--- src/rtl/key_debounce_pkg.sv ---
// Shared constants and helpers for the push-button debounce front end.
// Keys are active-low at the pins and on the debounced level outputs.
package key_debounce_pkg;

  localparam logic KEY_ACTIVE = 1'b0;
  localparam logic KEY_IDLE   = 1'b1;

  // Counter width able to hold values 0..max_val-1, never narrower than one bit.
  function automatic int cnt_width(input int max_val);
    return (max_val < 2) ? 1 : $clog2(max_val);
  endfunction

endpackage

--- src/rtl/key_debounce_ch.sv ---
// One key channel: two-flop synchroniser, tick-sampled debounce counter,
// hold counter for the long-press event, and the registered event pulses.
module key_debounce_ch #(
  parameter int DEB_TICKS  = 20,
  parameter int HOLD_TICKS = 1000
) (
  input  logic clk,
  input  logic rst,
  input  logic key_raw,
  input  logic sample_en,
  output logic key_level,
  output logic key_press,
  output logic key_release,
  output logic key_long
);
  import key_debounce_pkg::*;

  localparam int DEB_W  = cnt_width(DEB_TICKS + 1);
  localparam int HOLD_W = cnt_width(HOLD_TICKS + 1);
  localparam logic [DEB_W-1:0]  DEB_LAST  = DEB_W'(DEB_TICKS - 1);
  localparam logic [HOLD_W-1:0] HOLD_LAST = HOLD_W'(HOLD_TICKS - 1);
  localparam logic [HOLD_W-1:0] HOLD_FIRE = HOLD_W'(HOLD_TICKS - 2);

  logic              sync1_r;
  logic              sync2_r;
  logic              level_r;
  logic              press_r;
  logic              release_r;
  logic              long_r;
  logic [DEB_W-1:0]  deb_cnt_r;
  logic [HOLD_W-1:0] hold_cnt_r;

  logic              level_nxt_s;
  logic              press_nxt_s;
  logic              release_nxt_s;
  logic              long_nxt_s;
  logic              accept_s;
  logic [DEB_W-1:0]  deb_cnt_nxt_s;
  logic [HOLD_W-1:0] hold_cnt_nxt_s;

  // Two-flop synchroniser for the asynchronous key pin.
  always_ff @(posedge clk) begin
    if (rst) begin
      sync1_r <= KEY_IDLE;
      sync2_r <= KEY_IDLE;
    end else begin
      sync1_r <= key_raw;
      sync2_r <= sync1_r;
    end
  end

  // Debounce decision: accept a new level after DEB_TICKS differing samples.
  always_comb begin
    level_nxt_s   = level_r;
    deb_cnt_nxt_s = deb_cnt_r;
    press_nxt_s   = 1'b0;
    release_nxt_s = 1'b0;
    accept_s      = 1'b0;
    if (sample_en) begin
      if (sync2_r != level_r) begin
        if (deb_cnt_r == DEB_LAST) begin
          accept_s      = 1'b1;
          level_nxt_s   = sync2_r;
          deb_cnt_nxt_s = '0;
          press_nxt_s   = (sync2_r == KEY_ACTIVE);
          release_nxt_s = (sync2_r != KEY_ACTIVE);
        end else begin
          deb_cnt_nxt_s = deb_cnt_r + DEB_W'(1);
        end
      end else begin
        deb_cnt_nxt_s = '0;
      end
    end else begin
      deb_cnt_nxt_s = deb_cnt_r;
    end
  end

  // Hold counter: the press tick is hold tick 0; saturates so long fires once.
  always_comb begin
    hold_cnt_nxt_s = hold_cnt_r;
    long_nxt_s     = 1'b0;
    if (sample_en) begin
      if ((level_r != KEY_ACTIVE) || accept_s) begin
        hold_cnt_nxt_s = '0;
      end else if (hold_cnt_r != HOLD_LAST) begin
        hold_cnt_nxt_s = hold_cnt_r + HOLD_W'(1);
        long_nxt_s     = (hold_cnt_r == HOLD_FIRE);
      end else begin
        hold_cnt_nxt_s = hold_cnt_r;
      end
    end else begin
      hold_cnt_nxt_s = hold_cnt_r;
    end
  end

  // Channel state and event pulse registers.
  always_ff @(posedge clk) begin
    if (rst) begin
      level_r    <= KEY_IDLE;
      press_r    <= 1'b0;
      release_r  <= 1'b0;
      long_r     <= 1'b0;
      deb_cnt_r  <= '0;
      hold_cnt_r <= '0;
    end else begin
      level_r    <= level_nxt_s;
      press_r    <= press_nxt_s;
      release_r  <= release_nxt_s;
      long_r     <= long_nxt_s;
      deb_cnt_r  <= deb_cnt_nxt_s;
      hold_cnt_r <= hold_cnt_nxt_s;
    end
  end

  assign key_level   = level_r;
  assign key_press   = press_r;
  assign key_release = release_r;
  assign key_long    = long_r;

endmodule

--- src/rtl/key_debounce.sv ---
// Push-button front end: shared sample-tick prescaler feeding NKEY
// independent debounce channels with level, press, release and long outputs.
module key_debounce #(
  parameter int NKEY       = 4,
  parameter int CLK_DIV    = 50_000,
  parameter int DEB_TICKS  = 20,
  parameter int HOLD_TICKS = 1000
) (
  input  logic            clk,
  input  logic            rst,
  input  logic [NKEY-1:0] key_in,
  output logic [NKEY-1:0] key_level,
  output logic [NKEY-1:0] key_press,
  output logic [NKEY-1:0] key_release,
  output logic [NKEY-1:0] key_long,
  output logic            tick
);
  import key_debounce_pkg::*;

  localparam int DIV_W = cnt_width(CLK_DIV);
  localparam logic [DIV_W-1:0] DIV_LAST = DIV_W'(CLK_DIV - 1);

  logic [DIV_W-1:0] div_cnt_r;
  logic [DIV_W-1:0] div_cnt_nxt_s;
  logic             tick_r;
  logic             tick_en_s;

  // Prescaler wrap; channels update on the same edge that raises tick.
  always_comb begin
    tick_en_s = (div_cnt_r == DIV_LAST);
    if (tick_en_s) begin
      div_cnt_nxt_s = '0;
    end else begin
      div_cnt_nxt_s = div_cnt_r + DIV_W'(1);
    end
  end

  // Prescaler counter and registered tick strobe.
  always_ff @(posedge clk) begin
    if (rst) begin
      div_cnt_r <= '0;
      tick_r    <= 1'b0;
    end else begin
      div_cnt_r <= div_cnt_nxt_s;
      tick_r    <= tick_en_s;
    end
  end

  assign tick = tick_r;

  for (genvar g = 0; g < NKEY; g++) begin : g_ch
    key_debounce_ch #(
      .DEB_TICKS  (DEB_TICKS),
      .HOLD_TICKS (HOLD_TICKS)
    ) u_ch (
      .clk         (clk),
      .rst         (rst),
      .key_raw     (key_in[g]),
      .sample_en   (tick_en_s),
      .key_level   (key_level[g]),
      .key_press   (key_press[g]),
      .key_release (key_release[g]),
      .key_long    (key_long[g])
    );
  end

endmodule

--- config.mk ---
export PLATFORM = sky130hd
export DESIGN_NAME = key_debounce
export DESIGN_NICKNAME = d
export VERILOG_FILES = /design/src/rtl/key_debounce_pkg.sv /design/src/rtl/key_debounce_ch.sv /design/src/rtl/key_debounce.sv
export SDC_FILE = /design/constraint.sdc
export NUM_CORES = 1
export LEC_CHECK = 0
export BUFFER_PORTS_ARGS = -buffer_cell sky130_fd_sc_hd__buf_2
export CORE_MARGIN = 5
export CORE_UTILIZATION = 47
export CTS_CLUSTER_DIAMETER = 200
export CTS_CLUSTER_SIZE = 20
export DETAILED_ROUTE_END_ITERATION = 8
export GPL_ROUTABILITY_DRIVEN = 0
export REMOVE_ABC_BUFFERS = 1
export SLEW_MARGIN = 30
export SYNTH_ARGS = -nofsm -noshare
export SYNTH_HDL_FRONTEND = slang
export SYNTH_SLANG_ARGS = --single-unit
--- constraint.sdc ---
create_clock -name clk -period 2.4 [get_ports clk]
set_clock_uncertainty 0.1 [all_clocks]
set_input_delay 0.48 -clock clk [delete_from_list [all_inputs] [get_ports clk]]
set_output_delay 0.48 -clock clk [all_outputs]
set_load 0.03 [all_outputs]
---- Yosys cells after proc, flatten, opt, wreduce, memory -nomap -nowiden ----
Index checks and enable logic that the tools add are counted.
operators by class
  equality and inequality tests ........... 17
  reductions and logical operators ........ 25
  add/sub/neg operators ................... 9
  bitwise logic cells ..................... 17
  multiplexer cells ....................... 28
operator list
  kind                                           count
  2-to-1 mux 10 bit                              8
  adder 10 x 1 -> 10 bit, second input constant  4
  equality test 10 bit, second input constant    4
  2-to-1 mux 5 bit                               8
  != test 10 bit, second input constant          4
  OR reduction 4 bit                             8
  adder 5 x 1 -> 5 bit, second input constant    4
  equality test 5 bit, second input constant     4
  NOT 1 bit                                      17
  adder 16 x 1 -> 16 bit, second input constant  1
  equality test 16 bit, second input constant    1
  2-to-1 mux 1 bit                               12
  AND reduction 3 bit                            4
  AND reduction 2 bit                            4
  nonzero test 2 bit                             4
  logical OR 1 bit                               4
  != test 1 bit                                  4
  OR reduction 2 bit                             1
storage, ports and cells
  input port bits ......................... 6
  output and inout bits ................... 17
  word-level logic and storage cells ...... 130
  flip-flop bits (word level) ............. 101

---- Depth between registers and ports, before layout ----
Gate-level depths: netlist of the first run.
  depth in word-level cells ............... 7
  depth in mapped cells ................... 9
  gate-level depth less buffers ........... 7

---- By module ----
From an unflattened synthesis of the first run, not the netlist that was laid out.
second synthesis, totals
  cells, all modules ...................... 553
  area total of the unflattened synthesis .. 5,046.1 um^2
modules (own cells, without submodules)
  module                               area an instance (um^2)  cells an instance  sequential area each (um^2)  times used
  key_debounce_ch at g_ch[0].u_ch ...  1,092.3                  119                420.4                        2
  key_debounce_ch at g_ch[1].u_ch      1,043.5                  119                420.4                        1
  key_debounce_ch at g_ch[3].u_ch      1,022.2                  113                420.4                        1
  key_debounce                         795.8                    83                 340.3                        1

---- Least setup slack after synthesis of the first run ----
OpenSTA, ideal clock, no wires.
  kind .................................... reg-to-reg
  start point ............................. register g_ch[0].u_ch.hold_cnt_r[0]
  end point ............................... register g_ch[0].u_ch.hold_cnt_r[6]
  period minus slack after synthesis ...... 2.044 ns
  buffers on the path ..................... 0
  slack ................................... 0.356 ns
  stages on the path, launching flop included .. 7
  arrival ................................. 1.869 ns
  required time ........................... 2.226 ns
  library setup time ...................... 0.074 ns
  path through ............................ dfxtp_1 > ha_1 > nand2_1 > or4_1 > o32ai_1 > o21ai_0 > o21ai_0
between the ends
  word-level cells in the longest chain between the ends .. 3
  elaborated cells between the ends (all ways) .. 6
  classes of those cells .................. 1 x add/sub; 1 x eq/ne; 2 x mux; 2 x reduce/logical
RTL lines
  what                                                      line                                          text
  start, declared                                           key_debounce_ch.sv:31                         logic [HOLD_W-1:0] hold_cnt_r;
  start signal, assigned                                    key_debounce_ch.sv:111                        hold_cnt_r <= hold_cnt_nxt_s;
  adder 10 x 1 -> 10 bit or != test 10 bit (tied branches)  key_debounce_ch.sv:86, key_debounce_ch.sv:85
  2-to-1 mux 10 bit or nonzero test 2 bit (tied branches)   --
  2-to-1 mux 10 bit or AND reduction 2 bit (tied branches)  --
Parallel ways exist; a longest one is shown, timed or not. The select of a mux whose other input is x is not followed.
A chain may end at the register's enable or synchronous reset.

---- Worst setup path in the final report of the first run ----
  start point ............................. register div_cnt_r[0]
  end point ............................... register g_ch[2].u_ch.hold_cnt_r[1]
between the ends
  word-level cells in the longest chain between the ends .. 5
  elaborated cells between the ends (all ways) .. 6
  classes of those cells .................. 1 x eq/ne; 2 x mux; 3 x reduce/logical
RTL lines
  what                                  line                    text
  start, declared                       key_debounce.sv:23      logic [DIV_W-1:0] div_cnt_r;
  start signal, assigned                key_debounce.sv:44      div_cnt_r <= div_cnt_nxt_s;
  equality test 16 bit *                key_debounce.sv:30      tick_en_s = (div_cnt_r == DIV_LAST);
  2-to-1 mux 1 bit                      key_debounce_ch.sv:59   if (sample_en) begin
  logical OR 1 bit                      key_debounce_ch.sv:83   if ((level_r != KEY_ACTIVE) || accept_s) begin
  nonzero test 2 bit (no source line)   --
  AND reduction 2 bit (no source line)  --
  end signal, assigned                  key_debounce_ch.sv:111
  end, declared                         key_debounce_ch.sv:31
Every way passes the cells marked *; elsewhere a longest branch is shown, timed or not.

==> results of run 1 <==
state kept, by name, summed over array words and instances (netlist names):
signal and flops:
g_ch.u_ch.sync2_r 4, g_ch.u_ch.key_long 4, tick 1, g_ch.u_ch.key_press 4
g_ch.u_ch.sync1_r 4, g_ch.u_ch.key_release 4, g_ch.u_ch.hold_cnt_r 40, g_ch.u_ch.key_level 4
g_ch.u_ch.deb_cnt_r 20, div_cnt_r 16
layer usage:
| layer | track usage, % | up-vias | part of all wire [%] | wire [microns] |
|---|---|---|---|---|
| met3 | 3.72 | 6 | 3.6 | 376 |
| met5 | 0 | - | 0 | 0 |
| met2 | 27.6 | 68 | 47 | 4840 |
| li1 | - | 2060 | - | - |
| met1 | 22.6 | 1900 | 49 | 5080 |
| met4 | 5.05 | 0 | 0.61 | 63 |
stage by stage:
step           cell area (sq um)  instances
3_5_place_dp                5160        703
6_report                    5350        719
4_1_cts                     5350        719
2_1_floorplan               4710        523
5_1_grt                     5350        719
3_3_place_gp                5160        703
path summary, 6_finish.rpt:
check | start | end | slack (ns) | cells past startpoint
worst min register to register | g_ch[1].u_ch.sync1_r$_SDFF_PP1_ | g_ch[1].u_ch.sync2_r$_SDFF_PP1_ | 0.32 | 1
worst min-delay path | key_in[3] | g_ch[3].u_ch.sync1_r$_SDFF_PP1_ | 0.18 | 2
worst max register to register | div_cnt_r[0]$_SDFF_PP0_ | g_ch[2].u_ch.hold_cnt_r[1]$_SDFFE_PP0P_ | 0.15 | 7
worst max-delay path | div_cnt_r[0]$_SDFF_PP0_ | g_ch[2].u_ch.hold_cnt_r[1]$_SDFFE_PP0P_ | 0.15 | 7
cell usage after synthesis, types with 6 or more instances:
cell	n
sky130_fd_sc_hd__nand3_1	30
sky130_fd_sc_hd__buf_2	6
sky130_fd_sc_hd__nor4_1	7
sky130_fd_sc_hd__and3_1	16
sky130_fd_sc_hd__buf_4	17
sky130_fd_sc_hd__nor3_1	6
sky130_fd_sc_hd__nand2_1	52
sky130_fd_sc_hd__a21oi_1	33
sky130_fd_sc_hd__nor2_1	35
sky130_fd_sc_hd__or2_2	14
sky130_fd_sc_hd__nand4_1	10
sky130_fd_sc_hd__and4_1	7
sky130_fd_sc_hd__a22o_1	6
sky130_fd_sc_hd__clkbuf_1	12
sky130_fd_sc_hd__and2_1	6
sky130_fd_sc_hd__ha_1	13
sky130_fd_sc_hd__xnor2_1	11
sky130_fd_sc_hd__o21ai_0	39
sky130_fd_sc_hd__inv_1	20
sky130_fd_sc_hd__dfxtp_1	101
sky130_fd_sc_hd__o31ai_1	8
sky130_fd_sc_hd__a211oi_1	14
sky130_fd_sc_hd__a21o_1	10
sky130_fd_sc_hd__xor2_1	8
cell type report:
cell class / count / area, sq um
multi-input cells: 402 / 2620
flip-flops and latches: 101 / 2020
clock buffers: 10 / 138
inverters: 20 / 75.1
repair buffers: 44 / 275
clock inverters: 6 / 52.6
well taps: 136 / 170
fillers: 999 / 4930
power by group through the flow:
stage | Clock (mW) | Combinational (mW) | Sequential (mW)
floorplan | 0 | 0.0378 | 1.73
global placement | 0 | 0.0706 | 1.74
detailed placement | 0 | 0.0708 | 1.74
CTS | 1.09 | 0.0712 | 1.70
global route | 1.15 | 0.0788 | 1.70
finish | 1.05 | 0.0703 | 1.70
cell usage in the layout (no fill, tap or decap), types with 3 or more instances in the layout:
cell type,netlist,final
sky130_fd_sc_hd__xor2_1,8,8
sky130_fd_sc_hd__o211ai_1,4,4
sky130_fd_sc_hd__dfxtp_1,101,101
sky130_fd_sc_hd__nor3b_1,4,4
sky130_fd_sc_hd__inv_6,0,3
sky130_fd_sc_hd__inv_1,20,20
sky130_fd_sc_hd__and4_1,7,7
sky130_fd_sc_hd__nand3_1,30,30
sky130_fd_sc_hd__a21oi_1,33,33
sky130_fd_sc_hd__nand3b_1,3,3
sky130_fd_sc_hd__or2_2,14,14
sky130_fd_sc_hd__nand4b_1,4,4
sky130_fd_sc_hd__a211oi_1,14,14
sky130_fd_sc_hd__a22oi_1,4,4
sky130_fd_sc_hd__xnor2_1,11,11
sky130_fd_sc_hd__nor2_1,35,35
sky130_fd_sc_hd__buf_2,6,22
sky130_fd_sc_hd__a21o_1,10,10
sky130_fd_sc_hd__clkbuf_8,0,10
sky130_fd_sc_hd__and4b_1,4,4
sky130_fd_sc_hd__o21ai_0,39,39
sky130_fd_sc_hd__nand4_1,10,10
sky130_fd_sc_hd__buf_4,17,22
sky130_fd_sc_hd__mux2i_1,4,4
sky130_fd_sc_hd__clkinv_4,0,3
sky130_fd_sc_hd__and3_1,16,16
sky130_fd_sc_hd__and2_1,6,6
sky130_fd_sc_hd__nor4_1,7,7
sky130_fd_sc_hd__a22o_1,6,6
sky130_fd_sc_hd__nor2b_1,4,4
sky130_fd_sc_hd__nor3_1,6,6
sky130_fd_sc_hd__ha_1,13,13
sky130_fd_sc_hd__and4bb_2,4,4
sky130_fd_sc_hd__o31ai_1,8,8
sky130_fd_sc_hd__nand2_1,52,52
sky130_fd_sc_hd__or3_1,4,4
cells by family (layout without fill, tap and decap cells):
group / after synthesis / in the layout / share of synthesized area [%]
mux: 6 / 6 / 1.27
compound gates: 135 / 135 / 17.6
fa+ha+maj: 13 / 13 / 3.30
flops: 101 / 101 / 41.0
simple gates: 229 / 229 / 27.6
xor+xnor: 19 / 19 / 3.38
buf+inv: 58 / 80 / 5.86
==> results, run 1 <==
- After clock tree synthesis, the clock-pin slew on the worst setup and hold paths is ~0.10 ns.
- The clock network burns between 30% and 40% of the power.
- The worst path required time is between 2 and 3 ns.
- For this run, the number of Yosys warnings is 0.
- The data arrival at the endpoint of the critical path is 2.45 ns.
- The total detailed-routing wirelength is approximately 10 mm.
- CTS placed an instance of sky130_fd_sc_hd__clkbuf_8 at the clock tree root.
- The final-report hold violation count is 0.
- The number of synthesized flops with an enable pin is 0.
- The number of clock sinks seen by CTS is about 100.
- The final hold slack is between 0.15 and 0.2 ns.
- By startpoint and endpoint, the worst setup path is classified as reg2reg.
- The worst path uses roughly 94% of the clock period.
- In the post-synthesis netlist, the biggest area contributors are sky130_fd_sc_hd__dfxtp_1 41%, sky130_fd_sc_hd__o21ai_0 4.0%, sky130_fd_sc_hd__nand2_1 4.0%.
- The post-layout utilization of the core is ~52%.
- Among cell families on the critical path, the largest total delay comes from simple AND/OR/NAND/NOR gates.
- Setup repair after global routing left no endpoint under its margin.
- The total of max-cap violations is 0.
- The count of unique library cells instantiated by Yosys is 63.
- The cell area that synthesis handed to floorplanning was slightly below 0.005 sq mm.
- The number of violations reported at the end of detailed-routing iteration 0 is 229.
- After clock tree synthesis, the setup repair step added 0 buffers.
- The most prevalent standard cell on the critical path is sky130_fd_sc_hd__a21oi_1.
- In this design, the stage delay of the slowest critical-path cell is 0.38 ns.
- The register share of total power is roughly 60%.
- The number of remaining DRC errors is 0.
- The layout cell share with drive strength beyond 1 is between 15 and 20%.
- The count of nets left with antenna violations once routing finished came out at 0.
- The transition time at the pin with the least slew margin is ~0.66 ns.
- After the last flow step, the layout net total stands at 597.
- Summed over its instances, the top area cell type makes up 41.0% of the synthesized netlist area.
- In the final routed layout, each cell accounts on average for between 10 and 15 microns.
- In this run the worst path has a maximum fanout of 7.
- Prior to clock tree synthesis, the placed netlist has a worst setup slack of 0.174 ns.
- The dominant register cell in the synthesized netlist is sky130_fd_sc_hd__dfxtp_1.
- The headroom to the max-slew limit is 56.2%.
- The number of placement rows is 37.
- The max-slew violation count is 0.
- The overall via count from detail_route is 4,034.
- The largest net degree at the start of global routing is 19.
- The clock latency on the worst-skew pair is ~0.38 ns.
- The tightest min-delay check is of the in2reg type.
- The share of total power dissipated in combinational logic is 2.5%.
- 0 antenna diodes ended up in the layout.
- Each instance of the synthesized netlist takes up on average between 8 and 9 sq um.
- The total CTS buffers is 9.
- In this run the power density over the cells is roughly 530 mW/mm^2.
- The library cell contributing the largest single delay on the critical path is sky130_fd_sc_hd__or3b_1.
- The layout-stage area growth over the synthesis result is 8.56%.
- The floorplan step set the die width to roughly 110 microns.
- The vertical die dimension is roughly 110 microns.
- The leakage power figure is between 1.5 and 2 nW.
- In the final timing run, aggregate negative setup slack is 0 ns.
- Across every metal layer, demand over resource in global routing totals 16.9%.
- The first-pass GRT wire length is between 15 and 20 mm.
- The half-perimeter wire length after detailed placement is around 7.5 mm.
- The type of destination of the critical path is a flip-flop.
- The remaining global-route overflow is 0.
- The effective utilization at floorplan is between 40% and 50%.
- For this design the total switching power over the nets is roughly 670 uW.
- The quantity of hold-fixing buffers added after cts is 0.
- The number of top-level design ports is 23.
- The async set-reset flop share out of synthesis is 0%.
- The average via count per standard cell is approximately 5.6.
- The clock tree from TritonCTS is done.
- The flop and latch count out of synthesis is approximately 100.
- The total area inside the core boundary comes to around 0.01 sq mm.
- The die covers about 0.013 sq mm.
- The switching share of total power is 24.0%.
- The H-tree depth is 3.
- The number of global-route vias before repair is about 3,800.
- After layout, the minimum clock period comes to around 2.3 ns.
- The initial antenna violation count is 0.
- Together, buffers and inverters on the worst path number 1.
- The worst setup path is launched from a flip-flop.
- The proportion of synthesized chip area in sequential cells is 41.0%.
- The internal power is approximately 2.1 mW.
- The total of endpoints with negative setup slack in the final report is 0.
- The run finished with clean final reports.
- The largest total area in the synthesized netlist belongs to sky130_fd_sc_hd__dfxtp_1.
- The cell count after synthesis came out at approximately 560.
- The critical path goes through ha_1, and3_1, and4_1, buf_4, a21oi_1, or3b_1, a21oi_1.
- The detailed-routing iteration count for the pre-antenna-repair pass is 4.
- The worst ir drop on vdd is between 0.4 and 0.5 mV.
- The number of instances resized during post-cts repair is 0.
- The top achievable clock speed is 0.444 GHz.
- Setup slack closes at about 0.15 ns.
- Input and output buffers added on the ports amount to 22.
- The clock passes through at most 2 buffers.
- The design draws 2.81 mW.
No activity file was read; power rests on OpenSTA's default activity.
==> run 2: changes to the inputs <==
==> constraint.sdc (replaced) <==
create_clock -name clk -period 2.4 [get_ports clk]
set_clock_uncertainty 0.1 [all_clocks]
set_input_delay 0.24 -clock clk [delete_from_list [all_inputs] [get_ports clk]]
set_output_delay 0.24 -clock clk [all_outputs]
set_load 0.03 [all_outputs]
==> results, run 2 (synthesized netlist as in run 1, its figures left out) <==
- The total detailed-routing wirelength is 10.1 mm (-2.8%).
- The worst hold path belongs to the class in2reg.
- The shortest period the worst path allows is 2.23 ns (-0.0214 ns).
- The effective utilization at floorplan is 48.0% (unchanged).
- The overall via count from detail_route is 3,997 (-0.92%).
- The number of nets in the layout came to 600 (+0.50%).
- The vertical die dimension was 112 microns (unchanged).
- The type of element launching the critical path is a flip-flop.
- The die area was 0.0126 sq mm (unchanged).
- The port buffer count is 22 (unchanged).
- The detailed-routing iteration count for the pre-antenna-repair pass is 4 (unchanged).
- The total of endpoints with negative setup slack in the final report was 0 (unchanged).
- The overall fraction of global-route tracks in use was 16.5% (-0.46 points).
- The register with the most flip-flops is g_ch.u_ch.hold_cnt_r.
- The flip-flop count of the largest register, all copies and words added is 40 (unchanged).
- The clock latency on the worst-skew pair is 0.36 ns (-0.02 ns).
- The placement-stage cell area is 0.00516 sq mm (about the same).
- The largest net degree at the start of global routing is 16 (-3).
- The data arrival at the endpoint of the critical path is 2.43 ns (-0.02 ns).
- The layout cell share with drive strength beyond 1 is 14.9% (-0.54 points).
- The run finished with clean final reports.
- The number of nets with antenna violations after routing came to 0 (unchanged).
- The clock input transition at the sequential cells of the worst setup and hold paths was 0.09 ns (about the same).
- The max-slew violation count is 0 (unchanged).
- The wire length on met3 is 386 microns (+2.7%).
- The initial antenna violation count is 0 (unchanged).
- The transition time at the pin with the least slew margin came to 0.588 ns (-0.0692 ns).
- The top fanout value on the critical path is 7 (unchanged).
- In this run the top signal layer used is met4.
- The detail-routed net length per standard cell is 14.0 microns (-2.9%).
- The final-report hold violation count came to 0 (unchanged).
- The total of max-cap violations came to 0 (unchanged).
- The area of all placed cells without fillers is 0.00541 sq mm (+1.1%).
- The ratio of total power to cell area is 531 mW/mm^2 (+1.0%).
- In the final layout, the registers with the most flip-flops are g_ch.u_ch.hold_cnt_r x40, g_ch.u_ch.deb_cnt_r x20, div_cnt_r x16.
- The worst ir drop on vdd was 0.340 mV (-20%).
- The number of diodes added for antenna fixing is 0 (unchanged).
- The number of clock sinks seen by CTS is 101 (unchanged).
- The final clock period utilization by the worst path is 92.9% (-0.89 points).
- The layout-stage area growth over the synthesis result is 9.72%.
- The headroom to the max-slew limit was 60.4% (+4.3 points).
- The final-layout setup total negative slack was 0 ns (unchanged).
- The amount of wire on met2 after detailed routing was 4.61 mm (-4.7%).
- Leaving out fill and tap cells, the most frequent cell in the layout is sky130_fd_sc_hd__dfxtp_1.
- The H-tree depth was 3 (unchanged).
- The critical path is of the reg2reg type.
- The number of global-route vias before repair is 3,739 (-2.4%).
- The routed metal-1 wirelength is 4.94 mm (-2.7%).
- TritonCTS built the clock tree.
- The first-pass GRT wire length is 17.5 mm (-2.3%).
- The remaining global-route overflow is 0 (unchanged).
- The placeable core region is 0.0103 sq mm (unchanged).
- The maximum clock path buffer count is 2 (unchanged).
- The number of top-level design ports came to 23 (unchanged).
- The worst path required time is 2.60 ns (about the same).
- The total CTS buffers came to 9 (unchanged).
- STA classifies the critical path endpoint as a flip-flop.
- The die extent in x is 112 microns (unchanged).
- The top achievable clock speed is 0.449 GHz (+0.96%).
- The number of remaining DRC errors was 0 (unchanged).
- Setup repair after global routing left no endpoint under its margin.
- The tree is rooted in a sky130_fd_sc_hd__clkbuf_8.
- The final hold slack is 0.174 ns (-0.0105 ns).
- The post-CTS setup-driven buffer insertion count came to 0 (unchanged).
- The average via count per standard cell is 5.55 (-1.1%).
- In the layout the commonest cells are 101 x sky130_fd_sc_hd__dfxtp_1, 52 x sky130_fd_sc_hd__nand2_1, 39 x sky130_fd_sc_hd__o21ai_0.
- The number of placement rows is 37 (unchanged).
- The half-perimeter wire length after detailed placement is 7.27 mm (-3.1%).
- The leakage power figure is 2.00 nW (+0.31%).
- The number of violations reported at the end of detailed-routing iteration 0 was 247 (+7.9%).
run 2: critical path, cell delays in order, from the launching register on:
cell and delay, ns:
sky130_fd_sc_hd__dfxtp_1 0.33, sky130_fd_sc_hd__ha_1 0.24, sky130_fd_sc_hd__and3_1 0.26, sky130_fd_sc_hd__and4_1 0.25, sky130_fd_sc_hd__buf_4 0.20, sky130_fd_sc_hd__a21oi_1 0.27
sky130_fd_sc_hd__or3b_1 0.38, sky130_fd_sc_hd__a21oi_1 0.14
run 2: cell type report:
| cell class | instances | area [sq um] |
|---|---|---|
| tap | 136 | 170 |
| inverter | 20 | 78.8 |
| clock inverter | 1 | 30.0 |
| fill | 954 | 4870 |
| clock buffer | 13 | 169 |
| multi-input combinational | 402 | 2620 |
| timing repair buffer | 47 | 320 |
| sequential | 101 | 2020 |
run 2: report_power, final:
| part | internal [mW] | switching (mW) | total [mW] |
|---|---|---|---|
| combinational | 0.0328 | 0.0423 | 0.0751 |
| clock | 0.558 | 0.543 | 1.10 |
| sequential | 1.69 | 0.00951 | 1.70 |
| total | 2.28 | 0.595 | 2.87 |
run 2: stage by stage:
step / power, mW / std cells / util, % / worst slack (ns)
3_5_place_dp: 1.81 / 702 / 50.3 / 0.198
3_3_place_gp: 1.81 / 702 / 50.3 / 0.265
4_1_cts: 2.91 / 720 / 52.6 / 0.175
2_1_floorplan: 1.77 / 523 / - / 0.0706
6_report: 2.87 / 720 / 52.6 / 0.171
5_1_grt: 2.97 / 720 / 52.6 / 0.00740
run 2: worst paths after layout:
path	start	to	slack (ns)	depth (start not counted)
max reg2reg	div_cnt_r[0]$_SDFF_PP0_	g_ch[2].u_ch.hold_cnt_r[1]$_SDFFE_PP0P_	0.17	7
min	rst	div_cnt_r[2]$_SDFF_PP0_	0.17	2
min reg2reg	g_ch[1].u_ch.sync1_r$_SDFF_PP1_	g_ch[1].u_ch.sync2_r$_SDFF_PP1_	0.32	1
max	div_cnt_r[0]$_SDFF_PP0_	g_ch[2].u_ch.hold_cnt_r[1]$_SDFFE_PP0P_	0.17	7
run 2: what timing repair did:
item,4_1_cts,5_1_grt
hold buffers,4,0
resized for setup,0,1
hold endpoints to repair,4,0
setup endpoints to repair,0,3
run 2: routing by layer:
layer	global-route usage (%)	up-vias
met5	0	-
met4	5.05	0
met3	3.77	13
met2	26.6	62
met1	22.0	1866
li1	-	2056
